==> src/rtl/reg_dump.sv <==
// rtl/reg_dump.sv - walks a register range through one read port and streams it out with an XOR checksum
module reg_dump #(
    parameter int FIRST_REG = 0,
    parameter int LAST_REG  = 31,
    parameter int DATA_W    = 32
) (
    input  logic              clk,
    input  logic              reset,
    input  logic              start,
    input  logic              abort,
    output logic [4:0]        rd_addr,
    input  logic [DATA_W-1:0] rd_data,
    output logic              dump_valid,
    input  logic              dump_ready,
    output logic [DATA_W-1:0] dump_data,
    output logic [4:0]        dump_index,
    output logic              busy,
    output logic              done,
    output logic [DATA_W-1:0] checksum
);

    typedef enum logic [1:0] {
        IDLE,
        READ,
        HOLD,
        DONE
    } state_t;

    localparam logic [4:0] FIRST_IDX = 5'(FIRST_REG);
    localparam logic [4:0] LAST_IDX  = 5'(LAST_REG);

    state_t state;

    // busy and done are registered from the next state so they line up with the state itself
    always_ff @(posedge clk) begin
        if (reset) begin
            state      <= IDLE;
            rd_addr    <= '0;
            dump_valid <= 1'b0;
            dump_data  <= '0;
            dump_index <= '0;
            busy       <= 1'b0;
            done       <= 1'b0;
            checksum   <= '0;
        end else begin
            case (state)
                IDLE: begin
                    done <= 1'b0;
                    if (start && !abort) begin
                        rd_addr  <= FIRST_IDX;
                        checksum <= '0;
                        busy     <= 1'b1;
                        state    <= READ;
                    end
                end
                READ: begin
                    if (abort) begin
                        dump_valid <= 1'b0;
                        busy       <= 1'b0;
                        state      <= IDLE;
                    end else begin
                        dump_data  <= rd_data;
                        dump_index <= rd_addr;
                        dump_valid <= 1'b1;
                        state      <= HOLD;
                    end
                end
                HOLD: begin
                    // abort wins over a simultaneous handshake; the partial checksum is kept
                    if (abort) begin
                        dump_valid <= 1'b0;
                        busy       <= 1'b0;
                        state      <= IDLE;
                    end else if (dump_ready) begin
                        checksum   <= checksum ^ dump_data;
                        dump_valid <= 1'b0;
                        if (dump_index == LAST_IDX) begin
                            done  <= 1'b1;
                            state <= DONE;
                        end else begin
                            rd_addr <= rd_addr + 5'd1;
                            state   <= READ;
                        end
                    end
                end
                DONE: begin
                    done       <= 1'b0;
                    busy       <= 1'b0;
                    dump_valid <= 1'b0;
                    state      <= IDLE;
                end
                default: begin
                    done       <= 1'b0;
                    busy       <= 1'b0;
                    dump_valid <= 1'b0;
                    state      <= IDLE;
                end
            endcase
        end
    end

endmodule

==> config.mk <==
export PLATFORM = sky130hd
export DESIGN_NAME = reg_dump
export DESIGN_NICKNAME = d
export VERILOG_FILES = /design/src/rtl/reg_dump.sv
export SDC_FILE = /design/constraint.sdc
export NUM_CORES = 1
export LEC_CHECK = 0
export BUFFER_PORTS_ARGS = -buffer_cell sky130_fd_sc_hd__buf_4
export CORE_AREA = 2 2 84 86
export CTS_BUF_LIST = sky130_fd_sc_hd__clkbuf_8
export DETAILED_ROUTE_END_ITERATION = 16
export DIE_AREA = 0 0 86 88
export PLACE_DENSITY = 0.84
export SLEW_MARGIN = 20
export SYNTH_ARGS = -nofsm -noshare
export SYNTH_HDL_FRONTEND = slang
export SYNTH_SLANG_ARGS = --single-unit
==> constraint.sdc <==
create_clock -name clk -period 3.7 [get_ports clk]
set_clock_uncertainty 0.05 [all_clocks]
set_input_delay 0.185 -clock clk [delete_from_list [all_inputs] [get_ports clk]]
set_output_delay 0.185 -clock clk [all_outputs]
set_load 0.1 [all_outputs]
* Word level (Yosys, flattened, before mapping) *
Cells that the tools add are included.
W data, S select, Z words.

storage, ports and cells
  flip-flop bits (word level) = 79
  logic and storage cells = 63
  output and inout port bits = 77
  bits of input ports = 37

operators by class
  reductions and logical operators = 15
  multiplexer cells = 26
  equality and inequality tests = 11
  bitwise logic cells = 2
  add/sub/neg operators = 1

operators with widths
  operator               count
  $mux W32               3
  $pmux W32 S2           1
  $xor A32 B32 Y32       1
  $mux W5                4
  $mux W2                5
  $ne A2 B2 Y1 const B   5
  $pmux W5 S2            1
  $mux W1                8
  $pmux W2 S4            1
  $reduce_and A2 Y1      4
  $reduce_and A4 Y1      2
  $pmux W1 S3            2
  $add A5 B1 Y5 const B  1
  $eq A5 B5 Y1 const B   1
  $reduce_and A5 Y1      1
  $eq A2 B2 Y1 const B   2
  $reduce_bool A2 Y1     2
  $reduce_or A2 Y1       2
  $ne A3 B3 Y1 const B   1
  $reduce_bool A3 Y1     1
  $eq A2 B1 Y1 const B   1
  $logic_not A2 Y1       1
  $ne A2 B1 Y1 const B   1
  $pmux W1 S2            1
  other kinds (3)        3

* Longest topological paths before layout *
Gate-level depths: netlist of the first run.

  depth after elaboration = 5
  mapped depth = 10
  gate-level depth less buffers = 6

* Worst setup path before layout of the first run *
No wires, ideal clock.

  path kind = reg-to-reg
  start point = register rd_addr[0]
  end point = register rd_addr[4]
  arrival = 1.944 ns
  setup time = 0.070 ns
  clock period less this slack = 2.064 ns
  slack = 1.636 ns
  stages on the path, launching flop included = 5
  required time = 3.580 ns
  buffers on the path = 0
  path through = dfxtp_1 -> ha_1 -> nand3_1 -> or4_1 -> a21oi_1

between the ends
  longest elaborated chain between the ends = 5

RTL lines
  item                      RTL line  text
  start: declaration        11        output logic [4:0] rd_addr,
  start signal: assignment  81        rd_addr <= rd_addr + 5'd1;
  $add A5 B1 Y5             81
  $mux W5                   77        if (dump_index == LAST_IDX) begin
  $mux W5                   74        end else if (dump_ready) begin
  $mux W5                   70        if (abort) begin
  $pmux W5 S2               46        case (state)

Every way passes these cells. The select of a mux whose other input is x is not followed.
A chain may end at the register's enable or synchronous reset.

* Worst setup path after layout of the first run *
  start point = register state[0]
  end point = register rd_addr[3]

between the ends
  longest elaborated chain between the ends = 3
  elaborated cells between the ends (all ways) = 9
  classes of those cells = eq/ne (5); mux (1); reduce/logical (3)

RTL lines
  item                                                          RTL line  text
  start: declaration                                            32        state_t state;
  start signal: assignment                                      37        state <= IDLE;
  start signal: assignment                                      53        state <= READ;
  start signal: assignment                                      60        state <= IDLE;
  $eq A2 B2 Y1 or $logic_not A2 Y1 (tied branches)              46
  $ne A2 B2 Y1 (no line) or $reduce_bool A2 Y1 (tied branches)  -
  $reduce_and A5 Y1 (no line)                                   -

Parallel ways exist; a longest one is shown, timed or not.

==> results of run 1 <==
critical path: cells and delay by family, from the launching register on:
family          cells  cell delay (ns)
compound gates      1             0.16
fa+ha+maj           1             0.32
buf+inv             1             0.10
flops               1             0.38
simple gates        3             1.69
Yosys cell counts (all sizes together) (2+ instances only):
cell / number / area, µm²
ha: 6 / 75.1
nand2: 78 / 293
clkbuf: 20 / 76.3
inv: 36 / 135
o21ai: 36 / 180
mux2i: 2 / 20.0
a21oi: 78 / 390
dfxtp: 79 / 1580
o31ai: 3 / 22.5
nand3: 5 / 25.0
nand2b: 2 / 12.5
or4: 2 / 15.0
nor2: 8 / 30.0
or3: 33 / 206
buf: 6 / 27.5
nand4: 2 / 12.5
nor2b: 6 / 37.5
power by group through the flow:
stage | clock network [mW] | logic (mW) | registers [mW]
after floorplan | 0 | 0.113 | 1.11
after global placement | 0 | 0.395 | 0.918
after detailed placement | 0 | 0.402 | 0.919
after CTS | 0.714 | 0.402 | 0.900
after global routing | 0.753 | 0.426 | 0.903
final | 0.703 | 0.402 | 0.900
cell type report:
cell class / count / area share (%)
flip-flops and latches: 79 / 36.9
multi-input cells: 269 / 32.3
repair buffers: 115 / 20.2
clock buffers: 10 / 3.21
inverters: 36 / 3.15
well taps: 80 / 2.34
clock inverters: 5 / 1.90
metrics by stage:
stage | hold WS (ns) | cells | worst slack (ns)
CTS | 0.0227 | 594 | 0.926
floorplan | 0.271 | 410 | 1.64
detailed placement | 0.391 | 579 | 0.986
global route | 0.0209 | 594 | 0.750
finish | 0.0311 | 594 | 0.920
global placement | 0.383 | 579 | 1.07
cell families after synthesis:
family	share of synthesized area [%]
multiplexers	0.625
adder cells (fa/ha/maj)	2.34
AND/OR/NAND/NOR	20.6
flip-flops	49.4
buffers and inverters	7.46
AO/OA/AOI/OAI	19.6
flip-flops by register name, summed over array words and instances (netlist names):
signal      flops
busy            1
checksum       32
done            1
dump_data      32
dump_index      5
dump_valid      1
rd_addr         5
state           2
routing by layer:
layer	GRT usage (%)	wire length, µm	vias to the layer above
met5	0	0	-
met3	4.62	415	16
met1	25.6	3460	1456
met4	10.5	178	0
met2	36.2	4030	89
li1	-	-	1568
how the worst max path moves through the flow:
| stage | start | to | slack, ns | cells after the start |
|---|---|---|---|---|
| 2_1_floorplan | rd_addr[0] | rd_addr[4] | 1.64 | 4 |
| 3_3_place_gp | state[0] | rd_addr[4] | 1.07 | 6 |
| 3_5_place_dp | state[0] | rd_addr[3] | 0.99 | 6 |
| 4_1_cts | state[0] | rd_addr[3] | 0.93 | 6 |
| 5_1_grt | state[0] | rd_addr[3] | 0.75 | 6 |
| 6_report | state[0] | rd_addr[3] | 0.92 | 6 |
cells in the final DEF, fill, tap and decap left out, types with 8 or more instances in the layout:
master    Yosys  final
buf_4         1    115
dfxtp_1      79     79
a21oi_1      78     78
nand2_1      78     78
inv_1        36     36
or3_1        33     32
o21ai_0      27     27
clkbuf_8      0     10
o21ai_1       9      9
nor2_1        8      8
==> results by group, run 1 <==
Floorplan
  – DIE AREA: 7570 µm²
  – Core area: 6640 µm²
  – Initial Util: 48.2%
  – Die width: 86 µm
  – Die Y: 88 µm
  – Num rows: 30
  – I/O pin count: 114

Synth
  – Post-synthesis sequential area ratio: 49.4%
  – Post-synth EDFFs: 0
  – Top_reg_cell synth: dfxtp_1
  – Mapped cell area: 3200 µm²
  – Syn Nets: 453
  – Synth Warn #: 0
  – Cells after Synth: 410
  – Avg Inst Size Synth: 7.81 µm²
  – Synthesized flop and latch total: 79
  – Post-synth cell types: 29
  – Async S/R FF share, synth: 0%

Route
  – Number of remaining DRC errors: 0
  – Via count: 3129
  – Number of vias per cell: 5.27
  – Drt pass-1 iters: 5
  – Initial DRC Count: 128
  – Drt wl/cell: 13.6 µm
  – WL final: 8080 µm
  – Antenna viol nets, final: 0

Timing
  – Final hold violations: 0
  – Slew headroom: 38.8%
  – Tmin final: 2.78 ns
  – Period utilization: 75.1%
  – Final setup fails: 0
  – Slew @ Worst Pin: 0.917 ns
  – Setup TNS Final: 0 ns
  – Unrepaired setup endpoints after global routing: false
  – Achievable Freq: 360 MHz
  – Max Slew Vio Count: 0

Clock tree
  – CTS tree: yes
  – Post-CTS resize count: 0
  – Max Buffers Root-to-Sink: 2
  – Htree depth: 3
  – Latest clock arrival within the worst-skew pair: 0.34 ns
  – TritonCTS Sinks: 79
  – CTS Hold Bufs: 0
  – CTS Buf Count: 9
  – Clk slew on worst S/H paths: 0.08 ns
  – CTS Root Cell: clkbuf_8
  – # Post-CTS Setup Buffers: 0

Power
  – Int Power: 1.37 mW
  – Max VDD drop: 0.265 mV
  – Clock power frac: 35.1%
  – Power, Total: 2.01 mW
  – Net Sw Frac: 31.7%
  – Combinational share of power: 20.1%
  – Sw Pwr: 636 µW
  – Pwr per Cell Area: 468 nW/µm²
  – Sequential fraction of design power: 44.9%
  – Leak Pwr: 1.67 nW

Worst setup path
  – Critical path cell sequence: inv_1, ha_1, nor2b_1, or3_2, or4_1, a21oi_1
  – Crit path capture type: flop
  – Worst Path Required: 3.91 ns
  – Slowest-stage cell, CP: or3_2
  – Crit path largest cell delay: 0.84 ns
  – R2R cell count: 6
  – Worst R2R Setup Slack: 0.92 ns
  – Startpoint Class: flop
  – RR Startpoint: state[0]
  – Arrival @ worst endpoint: 2.99 ns
  – CP Max Fanout: 71
  – Crit Path Class: flop to flop
  – Worst flop-to-flop path endpoint: rd_addr[3]

Global routing
  – Antenna violations before repair: 0
  – Total global routing overflow: 0
  – Largest net degree at the start of global routing: 72
  – Overall Global Routing Usage: 21.3%
  – Global-route wire length before repair: 12800 µm
  – Vias in the first global route: 2874

Finish
  – Area grow syn2layout: 33.8%
  – Layout cells sized above 1: 26.1%
  – Fin area: 4280 µm²
  – Storage cell area: 1580 µm²
  – Ant. Diodes: 0
  – Finished Core Util: 64.5%
  – NumNets Final: 553
  – Area of the multi-input gates: 1390 µm²
  – Fill count: 568

Worst hold path
  – Hold Crit Depth: 3
  – HP Class: input port to flop
  – HP Start: rd_data[20]
  – WHS Endpoint: dump_data[20]

Place
  – IO Port Bufs: 113
  – Placer Congestion: 0.880
  – DP HPWL: 5580 µm
  – Placed instance area: 4070 µm²

Run
  – Max Cap Viol: 0

Status
  – Status: finished clean
Note: power is estimated with default switching activity, not from simulation.
==> run 2, diff against run 1 <==
- clock period: 3.7 -> 2.6 ns (I/O delays scaled with it)
==> run 2 against run 1 <==
Compared with the run above: cell area rose by 7.8%; sequential power rose by 42%; via count rose by 3.9%; highest routed layer unchanged; critical endpoint is now checksum[11].
==> results by group, run 2 (synthesized netlist as in run 1, its figures left out) <==
Timing
  – Period utilization: 91.4%
  – Final setup fails: 0
  – Setup TNS Final: 0 ns
  – Tmin final: 2.38 ns
  – Unrepaired setup endpoints after global routing: false
  – Final hold violations: 0
  – Achievable Freq: 421 MHz
  – Slew headroom: 51.8%
  – Slew @ Worst Pin: 0.723 ns
  – Max Slew Vio Count: 0

Power
  – Leak Pwr: 1.82 nW
  – Sequential fraction of design power: 44.7%
  – Max VDD drop: 0.349 mV
  – Int Power: 1.98 mW
  – Sw Pwr: 888 µW
  – Net Sw Frac: 31.0%
  – Pwr per Cell Area: 620 nW/µm²
  – Combinational share of power: 21.5%
  – Clock power frac: 33.8%

Route
  – Drt wl/cell: 13.5 µm
  – Antenna viol nets, final: 0
  – Via count: 3251
  – Number of vias per cell: 5.17
  – Initial DRC Count: 93
  – Number of remaining DRC errors: 0
  – WL final: 8480 µm
  – Drt pass-1 iters: 4

Place
  – Placed instance area: 4090 µm²
  – Dpl cells: 582
  – DP HPWL: 5500 µm
  – Placer Congestion: 0.865
  – IO Port Bufs: 113

Clock tree
  – Max Buffers Root-to-Sink: 2
  – CTS tree: yes
  – Clk slew on worst S/H paths: 0.07 ns
  – Htree depth: 3
  – # Post-CTS Setup Buffers: 0
  – CTS Root Cell: clkbuf_8
  – CTS Buf Count: 9
  – Latest clock arrival within the worst-skew pair: 0.34 ns
  – TritonCTS Sinks: 79

Worst setup path
  – Crit Path Class: flop to flop
  – Worst Path Required: 2.81 ns
  – Worst path bufs/invs: 2
  – Startpoint Class: flop
  – Family with the most delay on the worst path: simple AND/OR/NAND/NOR gates
  – Crit path capture type: flop
  – Slowest-stage cell, CP: or3_2
  – Crit path largest cell delay: 0.49 ns
  – Critical path cell sequence: inv_1, ha_1, nor2b_1, or3_2, buf_4, or3_1, a21oi_1
  – Arrival @ worst endpoint: 2.59 ns
  – CP startpoint: state[0]
  – RR Startpoint: state[0]
  – CP Max Fanout: 46

Finish
  – Finished Core Util: 69.5%
  – Layout cells sized above 1: 24.8%
  – Area grow syn2layout: 44.3%
  – Fin area: 4620 µm²
  – Commonest cells after routing, fill and taps aside: buf_4, dfxtp_1, a21oi_1, nand2_1, inv_1
  – Top flop regs: checksum x32, dump_data x32
  – Commonest non-fill, non-tap cell in the layout: buf_4
  – Post-route insts no fill: 629
  – NumNets Final: 588
  – Ant. Diodes: 0

Run
  – Max Cap Viol: 0

Worst hold path
  – HP Start: dump_ready
  – HP Class: input port to flop

Global routing
  – Overall Global Routing Usage: 22.4%
  – Global-route wire length before repair: 13500 µm
  – Largest net degree at the start of global routing: 48
  – Vias in the first global route: 3062
  – Total global routing overflow: 0
  – Antenna violations before repair: 0

Floorplan
  – Core area: 6640 µm²
  – Die width: 86 µm
  – Initial Util: 48.2%
  – Num rows: 30
  – DIE AREA: 7570 µm²
  – I/O pin count: 114
  – Die Y: 88 µm

Status
  – Status: finished clean
==> run 2: routing by layer <==
layer	up-vias	track usage [%]	share of wire (%)
li1	1638	-	-
met1	1505	25.0	39
met2	89	41.2	53
met3	19	4.34	5.1
met4	0	9.96	2.0
met5	-	0	0
==> run 2: path summary, 6_finish.rpt <==
kind,to,slack (ns),depth (start not counted)
setup reg to reg,checksum[11],0.22,7
hold reg to reg,dump_data[22],0.42,2
hold / removal,done,0.07,3
setup / recovery,checksum[11],0.22,7
==> run 2: timing repair <==
action | 4_1_cts | 5_1_grt
hold buffers | 32 | 0
gates resized for setup | 0 | 0
endpoints found under the hold margin | 32 | 0
==> run 2: area by class of cell <==
cell class	count	area, µm²
Timing Repair Buffer	150	1210
Multi-Input combinational cell	269	1390
Fill cell	507	2020
Sequential cell	79	1580
Clock buffer	10	138
Inverter	36	135
Clock inverter	5	73.8
Tap cell	80	100
==> run 2: power groups by stage <==
stage / Clock [mW] / Sequential [mW] / Combinational, mW
after global routing: 1.03 / 1.29 / 0.654
final: 0.967 / 1.28 / 0.616
after CTS: 0.992 / 1.28 / 0.615
after floorplan: 0 / 1.58 / 0.161
after global placement: 0 / 1.31 / 0.567
after detailed placement: 0 / 1.31 / 0.576
==> run 2: worst min-delay path, stage by stage <==
cell and delay [ns]:
buf_4 0.13, nand3_1 0.07, a221oi_1 0.08
==> run 2: per-stage QoR <==
stage / power (mW) / hold slack [ns] / setup WS [ns]
detailed placement: 1.88 / 0.335 / 0.259
finish: 2.87 / 0.0729 / 0.223
global route: 2.97 / 0.0775 / 0.0657
CTS: 2.89 / 0.0478 / 0.232
global placement: 1.87 / 0.326 / 0.360
floorplan: 1.74 / 0.216 / 0.536
==> run 3, diff against run 2 <==
- PLACE_DENSITY: 0.84 -> 0.78
==> run 3 against run 2 <==
Compared with the run above: wire length is 6.3% higher; utilization down 0.094 points; non-clock buffer count is 1 higher.
==> results by group, run 3 (synthesized netlist as in run 1, its figures left out) <==
Floorplan
  – Die width: 86 µm
  – Die Y: 88 µm
  – DIE AREA: 7570 µm²
  – Core area: 6640 µm²
  – Initial Util: 48.2%
  – Num rows: 30
  – I/O pin count: 114

Power
  – Clock power frac: 31.8%
  – Max VDD drop: 0.380 mV
  – Net Sw Frac: 32.7%
  – Sequential fraction of design power: 45.9%
  – Combinational share of power: 22.3%
  – Pwr per Cell Area: 606 nW/µm²
  – Power, Total: 2.80 mW
  – Leak Pwr: 1.81 nW
  – Sw Pwr: 915 µW
  – Int Power: 1.88 mW

Worst hold path
  – HP Class: input port to flop

Worst setup path
  – Crit path capture type: flop
  – Arrival @ worst endpoint: 2.43 ns
  – Crit Path Class: flop to flop
  – Worst R2R Setup Slack: 0.40 ns
  – CP Max Fanout: 36
  – Startpoint Class: flop
  – Worst Path Required: 2.83 ns

Timing
  – Max Slew Vio Count: 0
  – Slew @ Worst Pin: 0.724 ns
  – Final hold violations: 0
  – Period utilization: 84.6%
  – Tmin final: 2.20 ns
  – Final setup fails: 0
  – Unrepaired setup endpoints after global routing: false
  – Hold WS: 0.0504 ns
  – Achievable Freq: 455 MHz
  – Setup TNS Final: 0 ns
  – Slew headroom: 51.7%

Finish
  – Layout cells sized above 1: 25.0%
  – NumNets Final: 589
  – Finished Core Util: 69.4%
  – Area grow syn2layout: 44.1%
  – Commonest non-fill, non-tap cell in the layout: buf_4
  – Post-route insts no fill: 629
  – Commonest cells after routing, fill and taps aside: buf_4, dfxtp_1, a21oi_1, nand2_1, inv_1
  – Ant. Diodes: 0
  – Top flop regs: checksum x32, dump_data x32
  – Fill count: 530

Clock tree
  – TritonCTS Sinks: 79
  – CTS Root Cell: clkbuf_8
  – # Post-CTS Setup Buffers: 0
  – CTS Buf Count: 9
  – Max Buffers Root-to-Sink: 2
  – Clk slew on worst S/H paths: 0.08 ns
  – Latest clock arrival within the worst-skew pair: 0.35 ns
  – CTS tree: yes
  – Htree depth: 3

Global routing
  – Vias in the first global route: 3118
  – GRT busiest layer: met2
  – GR Layer Usage met2: 39.7%
  – Total global routing overflow: 0
  – Largest net degree at the start of global routing: 48
  – Grt met1 use: 28.0%
  – Antenna violations before repair: 0
  – GRT met3 Usage: 5.18%
  – Global-route wire length before repair: 14100 µm
  – Overall Global Routing Usage: 23.6%

Run
  – Max Cap Viol: 0

Route
  – Drt wl/cell: 14.3 µm
  – Antenna viol nets, final: 0
  – Drt pass-1 iters: 4
  – Initial DRC Count: 151
  – WL final: 9020 µm
  – Via count: 3301
  – Number of vias per cell: 5.25
  – Number of remaining DRC errors: 0

Place
  – IO Port Bufs: 113
  – DP HPWL: 5740 µm
  – Placer Congestion: 0.771
  – Dpl cells: 583

Status
  – Status: finished clean
-- run 3: final timing paths --
check	depth (start not counted)	to	from
setup / recovery	7	checksum[5]	state[0]
hold reg to reg	2	dump_data[6]	dump_data[6]
hold / removal	3	done	dump_ready
setup reg to reg	7	checksum[5]	state[0]
-- run 3: routing by layer --
| layer | share of wire [%] | vias to the layer above |
|---|---|---|
| met2 | 49 | 105 |
| met4 | 3.1 | 0 |
| met5 | 0 | - |
| li1 | - | 1643 |
| met1 | 43 | 1525 |
| met3 | 5.0 | 28 |
-- run 3: final cells by class --
type | count | area (µm²) | share of cell area [%]
tap | 80 | 100 | 2.17
clock buffer | 10 | 138 | 2.98
sequential | 79 | 1580 | 34.3
timing repair buffer | 151 | 1230 | 26.6
clock inverter | 4 | 47.5 | 1.03
inverter | 36 | 135 | 2.93
multi-input combinational | 269 | 1390 | 30.0
-- run 3: power groups by stage --
stage | registers [mW] | clock network [mW] | logic (mW)
after CTS | 1.28 | 0.901 | 0.620
final | 1.28 | 0.889 | 0.624
after global routing | 1.29 | 0.951 | 0.662
after global placement | 1.31 | 0 | 0.572
after floorplan | 1.58 | 0 | 0.161
after detailed placement | 1.31 | 0 | 0.581
-- run 3: stage by stage --
| step | area [µm²] | setup slack, ns |
|---|---|---|
| finish | 4610 | 0.400 |
| global route | 4610 | 0.272 |
| CTS | 4610 | 0.395 |
| detailed placement | 4110 | 0.418 |
| global placement | 4110 | 0.509 |
| floorplan | 3200 | 0.536 |
-- run 3: critical path, stage by stage, from the launching register on --
cell and delay [ns]:
dfxtp_1 0.38, inv_1 0.09, ha_1 0.23, nor2b_1 0.14, or3_2 0.48, buf_4 0.24
or3_1 0.34, a21oi_1 0.17
-- run 3: what timing repair did --
item / 4_1_cts / 5_1_grt
endpoints found under the hold margin: 32 / 0
gates resized for setup: 0 / 0
hold buffers: 32 / 0
